--- config.mk ---
export PLATFORM = sky130hd
export DESIGN_NAME = cc_host_sequencer_flat
export DESIGN_NICKNAME = d
export VERILOG_FILES = /design/src/rtl/cc_host_sequencer_if.sv /design/src/rtl/cc_host_sequencer.sv /design/src/flat_wrapper.sv
export SDC_FILE = /design/constraint.sdc
export NUM_CORES = 1
export LEC_CHECK = 0
export ABC_AREA = 0
export BUFFER_PORTS_ARGS = -buffer_cell sky130_fd_sc_hd__clkbuf_2
export CAP_MARGIN = 20
export CORE_ASPECT_RATIO = 0.5
export CORE_MARGIN = 1.5
export CORE_UTILIZATION = 51
export DETAILED_ROUTE_END_ITERATION = 12
export GPL_ROUTABILITY_DRIVEN = 0
export GPL_TIMING_DRIVEN = 0
export PLACE_DENSITY = 0.82
export SYNTH_ARGS = -nofsm -noshare
export SYNTH_HDL_FRONTEND = slang
export SYNTH_SLANG_ARGS = --single-unit
--- constraint.sdc ---
create_clock -name clk -period 7.08 [get_ports clk]
set_clock_uncertainty 0.2 [all_clocks]
set_input_delay 1.416 -clock clk [delete_from_list [all_inputs] [get_ports clk]]
set_output_delay 1.416 -clock clk [all_outputs]
set_load 0.1 [all_outputs]
--- src/rtl/cc_host_sequencer_if.sv ---
// Signal bundle between the host FIFO/DMA side, the compute core and cc_host_sequencer.
// master is the sequencer; slave is everything around it (host streams and core port).
interface cc_host_sequencer_if;
    logic        req_valid;
    logic        req_ready;
    logic [4:0]  req_ins;
    logic [9:0]  req_op1;
    logic [9:0]  req_op2;
    logic [9:0]  req_op3;
    logic [9:0]  req_ld_base;
    logic [9:0]  req_ul_base;
    logic [10:0] req_ld_len;
    logic [10:0] req_ul_len;

    logic        ld_valid;
    logic        ld_ready;
    logic [63:0] ld_data;

    logic        ul_valid;
    logic        ul_ready;
    logic [63:0] ul_data;

    logic [9:0]  address_ext;
    logic [63:0] dina_ext;
    logic        wea_ext;
    logic [34:0] command_in;
    logic        command_we0;
    logic        command_we1;
    logic [63:0] doutb_ext;
    logic        done_ins_computation;

    logic        resp_valid;
    logic        resp_timeout;
    logic [31:0] resp_cycles;
    logic        busy;

    modport master (
        input  req_valid, req_ins, req_op1, req_op2, req_op3,
               req_ld_base, req_ul_base, req_ld_len, req_ul_len,
               ld_valid, ld_data, ul_ready, doutb_ext, done_ins_computation,
        output req_ready, ld_ready, ul_valid, ul_data,
               address_ext, dina_ext, wea_ext, command_in, command_we0, command_we1,
               resp_valid, resp_timeout, resp_cycles, busy
    );

    modport slave (
        output req_valid, req_ins, req_op1, req_op2, req_op3,
               req_ld_base, req_ul_base, req_ld_len, req_ul_len,
               ld_valid, ld_data, ul_ready, doutb_ext, done_ins_computation,
        input  req_ready, ld_ready, ul_valid, ul_data,
               address_ext, dina_ext, wea_ext, command_in, command_we0, command_we1,
               resp_valid, resp_timeout, resp_cycles, busy
    );
endinterface

--- src/rtl/cc_host_sequencer.sv ---
// Host-side job sequencer for the compute core: NOP, load operands, execute with
// watchdog, NOP, unload a result window, then report status.
module cc_host_sequencer #(
    parameter int unsigned RD_LAT  = 1,
    parameter logic [31:0] TIMEOUT = 32'd1_000_000
) (
    input logic                 clk,
    input logic                 rst,
    cc_host_sequencer_if.master bus
);
    localparam logic [3:0] S_IDLE       = 4'd0;
    localparam logic [3:0] S_NOP0       = 4'd1;
    localparam logic [3:0] S_LOAD       = 4'd2;
    localparam logic [3:0] S_LFLUSH     = 4'd3;
    localparam logic [3:0] S_EXEC_ISSUE = 4'd4;
    localparam logic [3:0] S_EXEC_WAIT  = 4'd5;
    localparam logic [3:0] S_EXEC_NOP   = 4'd6;
    localparam logic [3:0] S_UL_ADDR    = 4'd7;
    localparam logic [3:0] S_UL_WAIT    = 4'd8;
    localparam logic [3:0] S_UL_OUT     = 4'd9;
    localparam logic [3:0] S_RESP       = 4'd10;

    localparam int unsigned   LW       = (RD_LAT > 1) ? $clog2(RD_LAT) : 1;
    localparam logic [LW-1:0] LAT_LAST = LW'((RD_LAT > 0) ? RD_LAT - 1 : 0);

    function automatic logic [10:0] clamp_len(input logic [10:0] len);
        return (len > 11'd1024) ? 11'd1024 : len;
    endfunction

    function automatic logic [3:0] after_exec(input logic [10:0] ul_len);
        return (ul_len != 11'd0) ? S_UL_ADDR : S_RESP;
    endfunction

    function automatic logic [3:0] after_load(input logic [4:0] ins, input logic [10:0] ul_len);
        return (ins != 5'd0) ? S_EXEC_ISSUE : after_exec(ul_len);
    endfunction

    logic [3:0]    state_q, state_d;
    logic [4:0]    ins_q, ins_d;
    logic [9:0]    op1_q, op1_d, op2_q, op2_d, op3_q, op3_d;
    logic [9:0]    ld_base_q, ld_base_d, ul_base_q, ul_base_d;
    logic [10:0]   ld_len_q, ld_len_d, ul_len_q, ul_len_d;
    logic [10:0]   cnt_q, cnt_d;
    logic [LW-1:0] lat_q, lat_d;
    logic [31:0]   cyc_q, cyc_d, cyc_inc;
    logic          tmo_q, tmo_d;
    logic [9:0]    addr_q, addr_d;
    logic [63:0]   dina_q, dina_d;
    logic          wea_q, wea_d;
    logic [34:0]   cmd_q, cmd_d;
    logic          cmd_we0_q, cmd_we0_d;
    logic          ul_valid_q, ul_valid_d;
    logic [63:0]   ul_data_q, ul_data_d;

    always_comb begin
        state_d    = state_q;
        ins_d      = ins_q;
        op1_d      = op1_q;
        op2_d      = op2_q;
        op3_d      = op3_q;
        ld_base_d  = ld_base_q;
        ul_base_d  = ul_base_q;
        ld_len_d   = ld_len_q;
        ul_len_d   = ul_len_q;
        cnt_d      = cnt_q;
        lat_d      = lat_q;
        cyc_d      = cyc_q;
        cyc_inc    = cyc_q + 32'd1;
        tmo_d      = tmo_q;
        addr_d     = addr_q;
        dina_d     = dina_q;
        wea_d      = 1'b0;
        ul_data_d  = ul_data_q;

        case (state_q)
            S_IDLE: begin
                if (bus.req_valid) begin
                    ins_d     = bus.req_ins;
                    op1_d     = bus.req_op1;
                    op2_d     = bus.req_op2;
                    op3_d     = bus.req_op3;
                    ld_base_d = bus.req_ld_base;
                    ul_base_d = bus.req_ul_base;
                    ld_len_d  = clamp_len(bus.req_ld_len);
                    ul_len_d  = clamp_len(bus.req_ul_len);
                    cnt_d     = 11'd0;
                    cyc_d     = 32'd0;
                    tmo_d     = 1'b0;
                    state_d   = S_NOP0;
                end
            end
            S_NOP0:       state_d = (ld_len_q != 11'd0) ? S_LOAD : after_load(ins_q, ul_len_q);
            S_LOAD: begin
                if (bus.ld_valid) begin
                    wea_d  = 1'b1;
                    addr_d = ld_base_q + cnt_q[9:0];
                    dina_d = bus.ld_data;
                    if (cnt_q == ld_len_q - 11'd1) begin
                        cnt_d   = 11'd0;
                        state_d = S_LFLUSH;
                    end else begin
                        cnt_d = cnt_q + 11'd1;
                    end
                end
            end
            S_LFLUSH:     state_d = after_load(ins_q, ul_len_q);
            S_EXEC_ISSUE: state_d = S_EXEC_WAIT;
            S_EXEC_WAIT: begin
                // done has priority over a watchdog expiry in the same cycle
                cyc_d = cyc_inc;
                if (bus.done_ins_computation) begin
                    state_d = S_EXEC_NOP;
                end else if ((TIMEOUT != 32'd0) && (cyc_inc == TIMEOUT)) begin
                    tmo_d   = 1'b1;
                    state_d = S_EXEC_NOP;
                end
            end
            S_EXEC_NOP:   state_d = after_exec(ul_len_q);
            S_UL_ADDR: begin
                if (RD_LAT == 0) begin
                    ul_data_d = bus.doutb_ext;
                    state_d   = S_UL_OUT;
                end else begin
                    lat_d   = '0;
                    state_d = S_UL_WAIT;
                end
            end
            S_UL_WAIT: begin
                if (lat_q == LAT_LAST) begin
                    ul_data_d = bus.doutb_ext;
                    state_d   = S_UL_OUT;
                end else begin
                    lat_d = lat_q + 1'b1;
                end
            end
            S_UL_OUT: begin
                if (bus.ul_ready) begin
                    if (cnt_q == ul_len_q - 11'd1) begin
                        cnt_d   = 11'd0;
                        state_d = S_RESP;
                    end else begin
                        cnt_d   = cnt_q + 11'd1;
                        state_d = S_UL_ADDR;
                    end
                end
            end
            S_RESP:       state_d = S_IDLE;
            default:      state_d = S_IDLE;
        endcase

        // Registered core-side outputs are decoded from the upcoming state
        if (state_d == S_UL_ADDR) begin
            addr_d = ul_base_q + cnt_d[9:0];
        end
        cmd_we0_d  = (state_d == S_NOP0) || (state_d == S_EXEC_ISSUE) || (state_d == S_EXEC_NOP);
        cmd_d      = (state_d == S_EXEC_ISSUE) ? {op3_q, op2_q, op1_q, ins_q} : 35'd0;
        ul_valid_d = (state_d == S_UL_OUT);
    end

    always_ff @(posedge clk) begin
        if (rst) begin
            state_q    <= S_IDLE;
            cnt_q      <= 11'd0;
            lat_q      <= '0;
            cyc_q      <= 32'd0;
            tmo_q      <= 1'b0;
            addr_q     <= 10'd0;
            dina_q     <= 64'd0;
            wea_q      <= 1'b0;
            cmd_q      <= 35'd0;
            cmd_we0_q  <= 1'b0;
            ul_valid_q <= 1'b0;
            ul_data_q  <= 64'd0;
        end else begin
            state_q    <= state_d;
            cnt_q      <= cnt_d;
            lat_q      <= lat_d;
            cyc_q      <= cyc_d;
            tmo_q      <= tmo_d;
            addr_q     <= addr_d;
            dina_q     <= dina_d;
            wea_q      <= wea_d;
            cmd_q      <= cmd_d;
            cmd_we0_q  <= cmd_we0_d;
            ul_valid_q <= ul_valid_d;
            ul_data_q  <= ul_data_d;
        end
    end

    // Descriptor fields are only meaningful once latched, so they carry no reset
    always_ff @(posedge clk) begin
        ins_q     <= ins_d;
        op1_q     <= op1_d;
        op2_q     <= op2_d;
        op3_q     <= op3_d;
        ld_base_q <= ld_base_d;
        ul_base_q <= ul_base_d;
        ld_len_q  <= ld_len_d;
        ul_len_q  <= ul_len_d;
    end

    assign bus.req_ready    = (state_q == S_IDLE);
    assign bus.busy         = (state_q != S_IDLE);
    assign bus.ld_ready     = (state_q == S_LOAD);
    assign bus.resp_valid   = (state_q == S_RESP);
    assign bus.resp_timeout = tmo_q;
    assign bus.resp_cycles  = cyc_q;
    assign bus.ul_valid     = ul_valid_q;
    assign bus.ul_data      = ul_data_q;
    assign bus.address_ext  = addr_q;
    assign bus.dina_ext     = dina_q;
    assign bus.wea_ext      = wea_q;
    assign bus.command_in   = cmd_q;
    assign bus.command_we0  = cmd_we0_q;
    assign bus.command_we1  = 1'b0;
endmodule

--- src/flat_wrapper.sv ---
// flat-port wrapper written by rule: the top's interface ports become plain ports
module cc_host_sequencer_flat 
#(
    parameter int unsigned RD_LAT  = 1,
    parameter logic [31:0] TIMEOUT = 32'd1_000_000
)
  (clk, rst, bus_req_valid, bus_req_ins, bus_req_op1, bus_req_op2, bus_req_op3, bus_req_ld_base, bus_req_ul_base, bus_req_ld_len, bus_req_ul_len, bus_ld_valid, bus_ld_data, bus_ul_ready, bus_doutb_ext, bus_done_ins_computation, bus_req_ready, bus_ld_ready, bus_ul_valid, bus_ul_data, bus_address_ext, bus_dina_ext, bus_wea_ext, bus_command_in, bus_command_we0, bus_command_we1, bus_resp_valid, bus_resp_timeout, bus_resp_cycles, bus_busy);
  cc_host_sequencer_if bus_i ();
  input logic clk;
  input logic rst;
  input wire logic [$bits(bus_i.req_valid)-1:0] bus_req_valid;
  input wire logic [$bits(bus_i.req_ins)-1:0] bus_req_ins;
  input wire logic [$bits(bus_i.req_op1)-1:0] bus_req_op1;
  input wire logic [$bits(bus_i.req_op2)-1:0] bus_req_op2;
  input wire logic [$bits(bus_i.req_op3)-1:0] bus_req_op3;
  input wire logic [$bits(bus_i.req_ld_base)-1:0] bus_req_ld_base;
  input wire logic [$bits(bus_i.req_ul_base)-1:0] bus_req_ul_base;
  input wire logic [$bits(bus_i.req_ld_len)-1:0] bus_req_ld_len;
  input wire logic [$bits(bus_i.req_ul_len)-1:0] bus_req_ul_len;
  input wire logic [$bits(bus_i.ld_valid)-1:0] bus_ld_valid;
  input wire logic [$bits(bus_i.ld_data)-1:0] bus_ld_data;
  input wire logic [$bits(bus_i.ul_ready)-1:0] bus_ul_ready;
  input wire logic [$bits(bus_i.doutb_ext)-1:0] bus_doutb_ext;
  input wire logic [$bits(bus_i.done_ins_computation)-1:0] bus_done_ins_computation;
  output wire logic [$bits(bus_i.req_ready)-1:0] bus_req_ready;
  output wire logic [$bits(bus_i.ld_ready)-1:0] bus_ld_ready;
  output wire logic [$bits(bus_i.ul_valid)-1:0] bus_ul_valid;
  output wire logic [$bits(bus_i.ul_data)-1:0] bus_ul_data;
  output wire logic [$bits(bus_i.address_ext)-1:0] bus_address_ext;
  output wire logic [$bits(bus_i.dina_ext)-1:0] bus_dina_ext;
  output wire logic [$bits(bus_i.wea_ext)-1:0] bus_wea_ext;
  output wire logic [$bits(bus_i.command_in)-1:0] bus_command_in;
  output wire logic [$bits(bus_i.command_we0)-1:0] bus_command_we0;
  output wire logic [$bits(bus_i.command_we1)-1:0] bus_command_we1;
  output wire logic [$bits(bus_i.resp_valid)-1:0] bus_resp_valid;
  output wire logic [$bits(bus_i.resp_timeout)-1:0] bus_resp_timeout;
  output wire logic [$bits(bus_i.resp_cycles)-1:0] bus_resp_cycles;
  output wire logic [$bits(bus_i.busy)-1:0] bus_busy;
  assign bus_i.req_valid = bus_req_valid;
  assign bus_i.req_ins = bus_req_ins;
  assign bus_i.req_op1 = bus_req_op1;
  assign bus_i.req_op2 = bus_req_op2;
  assign bus_i.req_op3 = bus_req_op3;
  assign bus_i.req_ld_base = bus_req_ld_base;
  assign bus_i.req_ul_base = bus_req_ul_base;
  assign bus_i.req_ld_len = bus_req_ld_len;
  assign bus_i.req_ul_len = bus_req_ul_len;
  assign bus_i.ld_valid = bus_ld_valid;
  assign bus_i.ld_data = bus_ld_data;
  assign bus_i.ul_ready = bus_ul_ready;
  assign bus_i.doutb_ext = bus_doutb_ext;
  assign bus_i.done_ins_computation = bus_done_ins_computation;
  assign bus_req_ready = bus_i.req_ready;
  assign bus_ld_ready = bus_i.ld_ready;
  assign bus_ul_valid = bus_i.ul_valid;
  assign bus_ul_data = bus_i.ul_data;
  assign bus_address_ext = bus_i.address_ext;
  assign bus_dina_ext = bus_i.dina_ext;
  assign bus_wea_ext = bus_i.wea_ext;
  assign bus_command_in = bus_i.command_in;
  assign bus_command_we0 = bus_i.command_we0;
  assign bus_command_we1 = bus_i.command_we1;
  assign bus_resp_valid = bus_i.resp_valid;
  assign bus_resp_timeout = bus_i.resp_timeout;
  assign bus_resp_cycles = bus_i.resp_cycles;
  assign bus_busy = bus_i.busy;
  cc_host_sequencer #(.RD_LAT(RD_LAT), .TIMEOUT(TIMEOUT)) u_core (.clk(clk), .rst(rst), .bus(bus_i));
endmodule
### Yosys cells after proc, flatten, opt, wreduce, memory -nomap -nowiden

Index checks and enable logic that the tools add are counted.

* bits in read-only memories: 0
* RAM bits: 0
* output and inout bits: 214
* bits in latches: 0
* word-level logic and storage cells: 107
* register bits: 302
* memories kept: 0

* equality and inequality tests: 23
* multipliers: 0
* reductions and logical operators: 21
* bitwise operators: 3
* shift operators: 0
* $lt $le $gt $ge: 2
* divide/modulo/power cells: 0
* mux-type cells: 30
* add/sub/neg operators: 7

Operators by type and width (number)
* $pmux 32 s2: 1
* $mux 11: 5
* $mux 4: 11
* $pmux 4 s10: 1
* $pmux 11 s3: 1
* $add 32x1->32 const B: 1
* $eq 32x20->1 const B: 1
* $mux 32: 1
* $mux 10: 3
* $eq 4x3->1 const B: 7
* $eq 11x11->1: 2
* $gt 11x11->1 const B: 2
* $reduce_bool 11->1: 2
* $sub 11x1->11 const B: 2
* $add 10x10->10: 2
* $eq 4x4->1 const B: 4
* $add 11x1->11 const B: 1
* $reduce_and 2->1: 5
* $eq 4x1->1 const B: 2
* $eq 4x2->1 const B: 2
* $ne 2x2->1 const B: 4
* $reduce_and 4->1: 2
* $reduce_bool 2->1: 4
* $mux 1: 5
* 10 further kinds: 15

### Depth between registers and ports, before layout

Gate-level depths: netlist (run 1).

* word-level depth: 8
* depth in mapped cells: 23
* gate-level depth less buffers: 21

### Worst setup path after synthesis (run 1)

Ideal clock, no wire load.

* path kind: register to register
* from: register u_core.state_q[1]
* to: register u_core.cyc_q[28] (netlist: u_core.bus.resp_cycles[28])
* required time: 6.746 ns
* library setup time: 0.134 ns
* period minus slack after synthesis: 4.958 ns
* buffers on the path: 2
* path slack: 2.122 ns
* cell stages (with the launch flop): 11
* data arrival time: 4.624 ns
* path through: dfxtp_1 > clkbuf_1 > nor2_1 > nand2_1 > inv_1 > nand2_1 > inv_1 > nor2_1 > clkbuf_1 > o21ai_0 > a21oi_1

* cells in the longest elaborated chain, start to end: 3
* elaborated cells on any way between the ends: 6
* classes of those cells: eq/ne: 2; mux: 1; reduce/logical: 3

RTL lines
* from (decl): RTL line cc_host_sequencer.sv:38 `logic [3:0] state_q, state_d;`
* from (signal assigned): RTL line cc_host_sequencer.sv:175 `state_q <= state_d;`
* $logic_not 4->1 (*)
* via bus_req_ready: RTL line flat_wrapper.sv:25 `output wire logic [$bits(bus_i.req_ready)-1:0] bus_req_ready;`
* $ne 2x2->1 (no line) / $reduce_bool 2->1 (equally long branches)
* $reduce_and 2->1 (no line)
* to (signal assigned): RTL line cc_host_sequencer.sv:178 `cyc_q <= cyc_d;`
* to (decl): RTL line cc_host_sequencer.sv:45 `logic [31:0] cyc_q, cyc_d, cyc_inc;`

The timed path passes the listed nets; every way through them passes the cells marked *.
A chain may end at the register's enable or synchronous reset.

### Final worst setup path (run 1)

* from: register u_core.ld_len_q[0]
* to: register u_core.addr_q[8] (netlist: u_core.bus.address_ext[8])

* elaborated cells on any way between the ends: 16
* classes of those cells: add/sub: 2; eq/ne: 2; mux: 8; reduce/logical: 4

RTL lines
* from (decl): RTL line cc_host_sequencer.sv:42 `logic [10:0] ld_len_q, ld_len_d, ul_len_q, ul_len_d;`
* from (signal assigned): RTL line cc_host_sequencer.sv:198 `ld_len_q <= ld_len_d;`
* $sub 11x1->11: RTL line cc_host_sequencer.sv:98 `if (cnt_q == ld_len_q - 11'd1) begin`
* $eq 11x11->1: RTL line cc_host_sequencer.sv:98
* $mux 11: RTL line cc_host_sequencer.sv:98
* $mux 11: RTL line cc_host_sequencer.sv:94 `if (bus.ld_valid) begin`
* $pmux 11 s3: RTL line cc_host_sequencer.sv:75 `case (state_q)`
* via u_core.cnt_d[0]: RTL line cc_host_sequencer.sv:43 `logic [10:0] cnt_q, cnt_d;`
* $add 10x10->10: RTL line cc_host_sequencer.sv:153 `addr_d = ul_base_q + cnt_d[9:0];`
* $mux 10: RTL line cc_host_sequencer.sv:152 `if (state_d == S_UL_ADDR) begin`
* to (signal assigned): RTL line cc_host_sequencer.sv:180 `addr_q <= addr_d;`
* to (decl): RTL line cc_host_sequencer.sv:47 `logic [9:0] addr_q, addr_d;`

The timed path passes the listed nets, and every way through them passes these cells. The select of a mux whose other input is x is not followed.

==> results of run 1 <==
-- power by group --
group / internal, uW / switching [uW] / total, uW
sequential: 1840 / 37.4 / 1870
clock: 913 / 669 / 1580
combinational: 133 / 348 / 482
total: 2880 / 1050 / 3940
-- kinds of logic after synthesis --
kind of cell,after synthesis,synth area share (%)
AND/OR/NAND/NOR,620,22.8
multiplexers,5,0.400
other,1,0.0285
buffers and inverters,120,3.70
XOR/XNOR,53,3.53
flip-flops,301,51.7
AO/OA/AOI/OAI,341,15.4
adder cells (fa/ha/maj),25,2.47
-- cells in the final DEF, fill, tap and decap left out, types with 11 or more instances in the layout --
| cell | synthesis | routed |
|---|---|---|
| and3_1 | 12 | 12 |
| clkbuf_2 | 3 | 422 |
| a311oi_1 | 12 | 12 |
| edfxtp_1 | 77 | 77 |
| nand2_1 | 318 | 318 |
| and2_1 | 51 | 51 |
| ha_1 | 22 | 22 |
| a21o_1 | 11 | 11 |
| a21oi_1 | 181 | 181 |
| nor3_1 | 24 | 23 |
| clkbuf_1 | 82 | 86 |
| a22oi_1 | 14 | 14 |
| xor2_1 | 21 | 21 |
| nor2_1 | 68 | 68 |
| nor2b_1 | 35 | 35 |
| clkbuf_16 | 0 | 30 |
| xnor2_1 | 32 | 32 |
| o21ai_0 | 57 | 57 |
| nand3_1 | 20 | 20 |
| inv_1 | 19 | 18 |
| dfxtp_1 | 224 | 224 |
| nand4_1 | 14 | 14 |
-- sequential cells by signal (all words and copies together) (netlist names) --
name	cells
u_core.ul_base_q	10
u_core.op3_q	10
u_core.ul_len_q	11
u_core.ld_len_q	11
u_core.bus.command_in	35
u_core.op1_q	10
u_core.bus.dina_ext	64
u_core.ld_base_q	10
u_core.state_q	4
u_core.bus.address_ext	10
u_core.ins_q	5
u_core.bus.resp_cycles	32
u_core.bus.ul_data	64
u_core.bus.wea_ext	1
u_core.bus.resp_timeout	1
u_core.op2_q	10
u_core.bus.ul_valid	1
u_core.bus.command_we0	1
u_core.cnt_q	11
-- per-layer routing --
| layer | GRT usage, % | vias up |
|---|---|---|
| met5 | 0 | - |
| met3 | 7.28 | 78 |
| met2 | 43.5 | 522 |
| met1 | 37.2 | 5735 |
| met4 | 8.67 | 0 |
| li1 | - | 5990 |
-- per-stage QoR --
step | area [um^2] | worst slack [ns]
final | 16700 | 1.32
after global routing | 16700 | 0.854
after CTS | 16700 | 1.41
after detailed placement | 15700 | 1.44
after global placement | 15700 | 1.52
after floorplan | 13100 | 2.12
-- Yosys cell counts (6+ instances only) --
cell type    n  share of area (%)
edfxtp_1    77                 18
xor2_1      21                1.4
nor3_1      24               0.91
a21oi_1    181                6.9
a22oi_1     14               0.80
a21o_1      11               0.63
nand4_1     14               0.67
nand3b_1     8               0.46
and3_1      12               0.57
and2_1      51                2.4
and4_1       6               0.40
inv_1       19               0.54
buf_1        6               0.17
clkbuf_1    82                2.3
a31oi_1      9               0.43
nand3_1     20               0.76
nand2_1    318                9.1
o21ai_0     57                2.2
nand2b_1     8               0.38
nor2b_1     35                1.7
xnor2_1     32                2.1
a311oi_1    12               0.80
a211oi_1    10               0.57
nor4b_1      7               0.47
dfxtp_1    224                 34
or4_1        9               0.51
ha_1        22                2.1
nor4_1       9               0.43
nor2_1      68                1.9
or3_1        7               0.33
-- layout make-up --
cell class | instances | area [um^2]
diodes | 1 | 2.50
plain buffers | 101 | 415
clock buffers | 37 | 807
clock inverters | 11 | 150
fillers | 2139 | 8560
inverters | 19 | 73.8
multi-input cells | 1045 | 5870
flip-flops and latches | 301 | 6800
well taps | 344 | 430
repair buffers | 421 | 2130
-- worst min path at each step --
stage	startpoint	endpoint	depth (start not counted)
floorplan	u_core.op1_q[5]$_DFFE_PP_	u_core.bus.command_in[10]$_SDFF_PP0_	1
global placement	u_core.op1_q[9]$_DFFE_PP_	u_core.bus.command_in[14]$_SDFF_PP0_	1
detailed placement	u_core.op2_q[5]$_DFFE_PP_	u_core.bus.command_in[20]$_SDFF_PP0_	1
CTS	u_core.op1_q[2]$_DFFE_PP_	u_core.bus.command_in[7]$_SDFF_PP0_	1
global route	u_core.op2_q[9]$_DFFE_PP_	u_core.bus.command_in[24]$_SDFF_PP0_	1
finish	u_core.op1_q[2]$_DFFE_PP_	u_core.bus.command_in[7]$_SDFF_PP0_	1
==> impl_metrics.tcl, run 1 <==
set metrics [dict create \
    wl_met2_um 18000 \
    syn_avg_cell_area_um2 8.97 \
    die_y_um 117 \
    drc 0 \
    worst_slew_pin_slew_ns 0.825 \
    max_cap_violations 0 \
    dr.first_iter.drc_count 1096 \
    crit_chain "inv_1, ha_1, or4b_2, a2111oi_0, o2111ai_1, o21ai_1, o21ai_0, mux2_2, ha_1, fa_1, a21o_1, a21o_1, a21o_1, a21oi_1, nor2b_1, o21ai_0, nand2b_1, xnor2_1, a21oi_1, o21a_1" \
    critPathBufInv 1 \
    fmax_ghz 0.174 \
    worstPathArrival_ns 6.01 \
    cp-end-kind "flop" \
    area_delta_synth_final_pct 26.8 \
    rsz0062_at_grt "no" \
    clk-insertion-delay-late_ns 0.56 \
    grt-ovfl-total 0 \
    final_cells 2280 \
    cts_tree "yes" \
    hold_violations 0 \
    clk_path_buf_depth 3 \
    top_layer "met4" \
    clock_sinks 301 \
    cp-startpoint "u_core.ld_len_q[0]$_SDFFCE_PN0P_" \
    cts_hold_buf 0 \
    start_kind "flop" \
    status "finished, final reports clean" \
    routed_wl_um 39500 \
    async_flop_share_pct 0 \
    cp.depth 20 \
    portBuffers 419 \
    cts_setup_buffers 0 \
    wl_met3_um 3380 \
    grtUsageTotal_pct 27.5 \
    numCtsBuffers 26 \
    clk_pin_slew_ns 0.08 \
    synth_edf_count 77 \
    relSlewSlack_pct 45.0 \
    tns_ns 0 \
    hpwlAfterDp_um 30000 \
    num-nets-final 2150 \
    total_power_uw 3940 \
    drt-met1-wl_um 17000 \
    path_max_fanout 7 \
    leakage_uw 0.00681 \
    dieArea_um2 26800 \
    place_inst 2231 \
    rr_startpoint "u_core.ld_len_q[0]$_SDFFCE_PN0P_" \
    grt_max_degree 73 \
    ys.flop_type "dfxtp_1" \
    cpMostUsedCell "a21o_1" \
    clockRootBuffer "clkbuf_16" \
    period_share_pct 81.3 \
    grt_pass1_vias 11000 \
    seq_area_frac_synth_pct 51.7 \
    avgViaCountPerCell 5.41 \
    wl_per_cell_um 17.3 \
    critPathRequiredTime_ns 7.33 \
    synth_warnings 0 \
    crit_type "flop to flop" \
    irDropWorstVdd_uv 241 \
    period_minus_slack_ns 5.76 \
    ctsResizeCount 0 \
    dr.pass1.iters 5 \
    p_per_area_nw_per_um2 236 \
    hold_class "flop to flop" \
    ios 425 \
    synth_area_um2 13100 \
    setup_viol_count_final 0 \
    yosysUniqueCellTypes 78 \
    htreeDepth 1 \
    grt_pass1_wl_um 58700 \
    syn_inst 1466 \
    reg2regPathDepth 20 \
    drive_gt1_share_pct 25.8 \
    routed-via-count 12300 \
    utilization_pct 66.1 \
    initial_core_util_pct 52.1 \
    r2r-end "u_core.bus.address_ext[8]$_SDFFE_PP0P_" \
    dieWidth_um 230 \
    fin_hold_ws_ns 0.238 \
    ys_seq_elements 301 \
    slowest_delay_ns 0.67 \
    critPathTopFamily "compound AO/OA/AOI/OAI gates" \
    antenna_found_initial 1 \
    slew_violations 0 \
    core_um2 25200 \
    r2r_setup_slack_ns 1.32 \
    num_rows 41 \
    syn_nets 1701 \
    antenna_left 0 \
    slowest_stage "or4b_2" \
    critPathCapture "u_core.bus.address_ext[8]$_SDFFE_PP0P_" \
]
No activity file was read; power rests on OpenSTA's default activity.
==> run 2, diff against run 1 <==
==> constraint.sdc (replaced) <==
create_clock -name clk -period 5.9 [get_ports clk]
set_clock_uncertainty 0.2 [all_clocks]
set_input_delay 1.18 -clock clk [delete_from_list [all_inputs] [get_ports clk]]
set_output_delay 1.18 -clock clk [all_outputs]
set_load 0.1 [all_outputs]
==> impl_metrics.tcl, run 2 (synthesized netlist as in run 1, its figures left out) <==
set metrics [dict create \
    dr.pass1.iters 5 \
    avgViaCountPerCell 5.39 \
    fmax_ghz 0.182 \
    antenna_found_initial 1 \
    antenna_left 0 \
    core_um2 25200 \
    rr_startpoint "u_core.ul_len_q[0]$_SDFFCE_PN0P_" \
    hold_violations 0 \
    grt_pass1_vias 11000 \
    grt_max_degree 73 \
    setup_viol_count_final 0 \
    dieArea_um2 26800 \
    cts_tree "yes" \
    htreeDepth 1 \
    grtUsageTotal_pct 27.5 \
    grt-ovfl-total 0 \
    start_kind "flop" \
    p_per_area_nw_per_um2 283 \
    hpwlAfterDp_um 30000 \
    drc 0 \
    final_cell_mix "422 x clkbuf_2, 318 x nand2_1, 224 x dfxtp_1, 180 x a21oi_1, 86 x clkbuf_1" \
    worstPathArrival_ns 5.74 \
    leakage_uw 0.00681 \
    rsz0062_at_grt "no" \
    initial_core_util_pct 52.1 \
    worst_slew_pin_slew_ns 0.791 \
    hold_class "flop to flop" \
    r2r-end "u_core.bus.address_ext[8]$_SDFFE_PP0P_" \
    cp-startpoint "u_core.ul_len_q[0]$_SDFFCE_PN0P_" \
    cts_setup_buffers 0 \
    path_max_fanout 10 \
    crit_chain "inv_1, ha_1, or3b_1, clkbuf_1, xnor2_1, a22o_1, or4b_1, a211oi_2, buf_2, o21ai_0, mux2_2, ha_1, fa_1, a21o_1, a21o_1, a21o_1, a21oi_2, nor2b_1, o21ai_0, nand2b_1, xnor2_1, a21oi_1, o21a_1" \
    cp-end-kind "flop" \
    status "finished, final reports clean" \
    clockRootBuffer "clkbuf_16" \
    ios 425 \
    portBuffers 419 \
    period_share_pct 93.0 \
    clk_path_buf_depth 3 \
    irDropWorstVdd_uv 290 \
    critPathCapture "u_core.bus.address_ext[8]$_SDFFE_PP0P_" \
    critPathRequiredTime_ns 6.15 \
    die_y_um 117 \
    numCtsBuffers 26 \
    routed_wl_um 39500 \
    num_rows 41 \
    grt_pass1_wl_um 58700 \
    routed-via-count 12300 \
    slowest_stage "or4b_1" \
    clock_sinks 301 \
    clk_pin_slew_ns 0.08 \
    dr.first_iter.drc_count 1077 \
    num-nets-final 2150 \
    area_delta_synth_final_pct 27.0 \
    relSlewSlack_pct 47.2 \
    slew_violations 0 \
    max_cap_violations 0 \
    crit_type "flop to flop" \
    layout_commonest_cell "clkbuf_2" \
    cpMostUsedCell "a21o_1" \
    slowest_delay_ns 0.45 \
    reg2regPathDepth 23 \
    wl_per_cell_um 17.3 \
    clk-insertion-delay-late_ns 0.55 \
    r2r_setup_slack_ns 0.41 \
    tns_ns 0 \
    period_minus_slack_ns 5.49 \
    drive_gt1_share_pct 26.0 \
    fin_hold_ws_ns 0.237 \
    dieWidth_um 230 \
    nFillCells 2131 \
]
[run 2: changes by cell type in the layout (fill, tap and decap cells not counted)]
cell and change:
a21oi_1 -1, a2111oi_0 -1, a211oi_2 +1, a2111oi_1 +1
o21ai_1 -1, nor4_2 +1, a21oi_2 +1, nor4_1 -1
o21ai_2 +1, a211oi_1 -1
[run 2: per-stage QoR]
step / util, % / cell area [um^2] / instances / power (uW) / setup slack (ns)
finish: 66.2 / 16700 / 2280 / 4720 / 0.414
global route: 66.2 / 16700 / 2280 / 4870 / 0.0514
CTS: 66.1 / 16700 / 2279 / 4750 / 0.234
detailed placement: 62.3 / 15700 / 2231 / 2870 / 0.262
global placement: 62.1 / 15700 / 2229 / 2860 / 0.341
floorplan: - / 13100 / 1466 / 2680 / 0.942
[run 2: worst max-delay path, delay by kind of cell, from the launching register on]
family	cells	cell delay, ns
buffers and inverters	3	0.50
multiplexers	1	0.34
adder cells (fa/ha/maj)	3	0.83
AND/OR/NAND/NOR	4	0.95
XOR/XNOR	2	0.31
AO/OA/AOI/OAI	10	1.81
flip-flops	1	0.44
[run 2: routing by layer]
layer,track usage (%),wire length (um),up-vias,part of all wire [%]
met1,37.2,16900,5717,43
met3,7.28,3440,75,8.7
met5,0,0,-,0
met4,8.67,1010,0,2.6
li1,-,-,5983,-
met2,43.5,18100,513,46
[run 2: how the worst min path moves through the flow]
stage	startpoint	to	slack (ns)	cells past startpoint
after floorplan	u_core.op1_q[5]$_DFFE_PP_	u_core.bus.command_in[10]$_SDFF_PP0_	0.22	1
after global placement	u_core.op1_q[9]$_DFFE_PP_	u_core.bus.command_in[14]$_SDFF_PP0_	0.22	1
after detailed placement	u_core.op2_q[5]$_DFFE_PP_	u_core.bus.command_in[20]$_SDFF_PP0_	0.23	1
after CTS	u_core.op1_q[2]$_DFFE_PP_	u_core.bus.command_in[7]$_SDFF_PP0_	0.24	1
after global routing	u_core.op2_q[9]$_DFFE_PP_	u_core.bus.command_in[24]$_SDFF_PP0_	0.26	1
final	u_core.op1_q[2]$_DFFE_PP_	u_core.bus.command_in[7]$_SDFF_PP0_	0.24	1
[run 2: what timing repair did]
action,CTS,global route
hold buffers,0,0
resized for setup,0,5
setup endpoints to repair,0,2
[run 2: layout make-up]
cell class / count / area [um^2] / area share [%]
clock buffers: 37 / 807 / 4.83
plain buffers: 101 / 415 / 2.49
flip-flops and latches: 301 / 6800 / 40.7
multi-input cells: 1045 / 5890 / 35.3
diodes: 1 / 2.50 / 0.0150
inverters: 19 / 73.8 / 0.442
well taps: 344 / 430 / 2.58
repair buffers: 421 / 2130 / 12.8
clock inverters: 11 / 150 / 0.899
[run 2: report_power, final]
group	switching (uW)	internal (uW)
Combinational	418	160
Clock	802	1100
Sequential	44.7	2200
Total	1260	3460
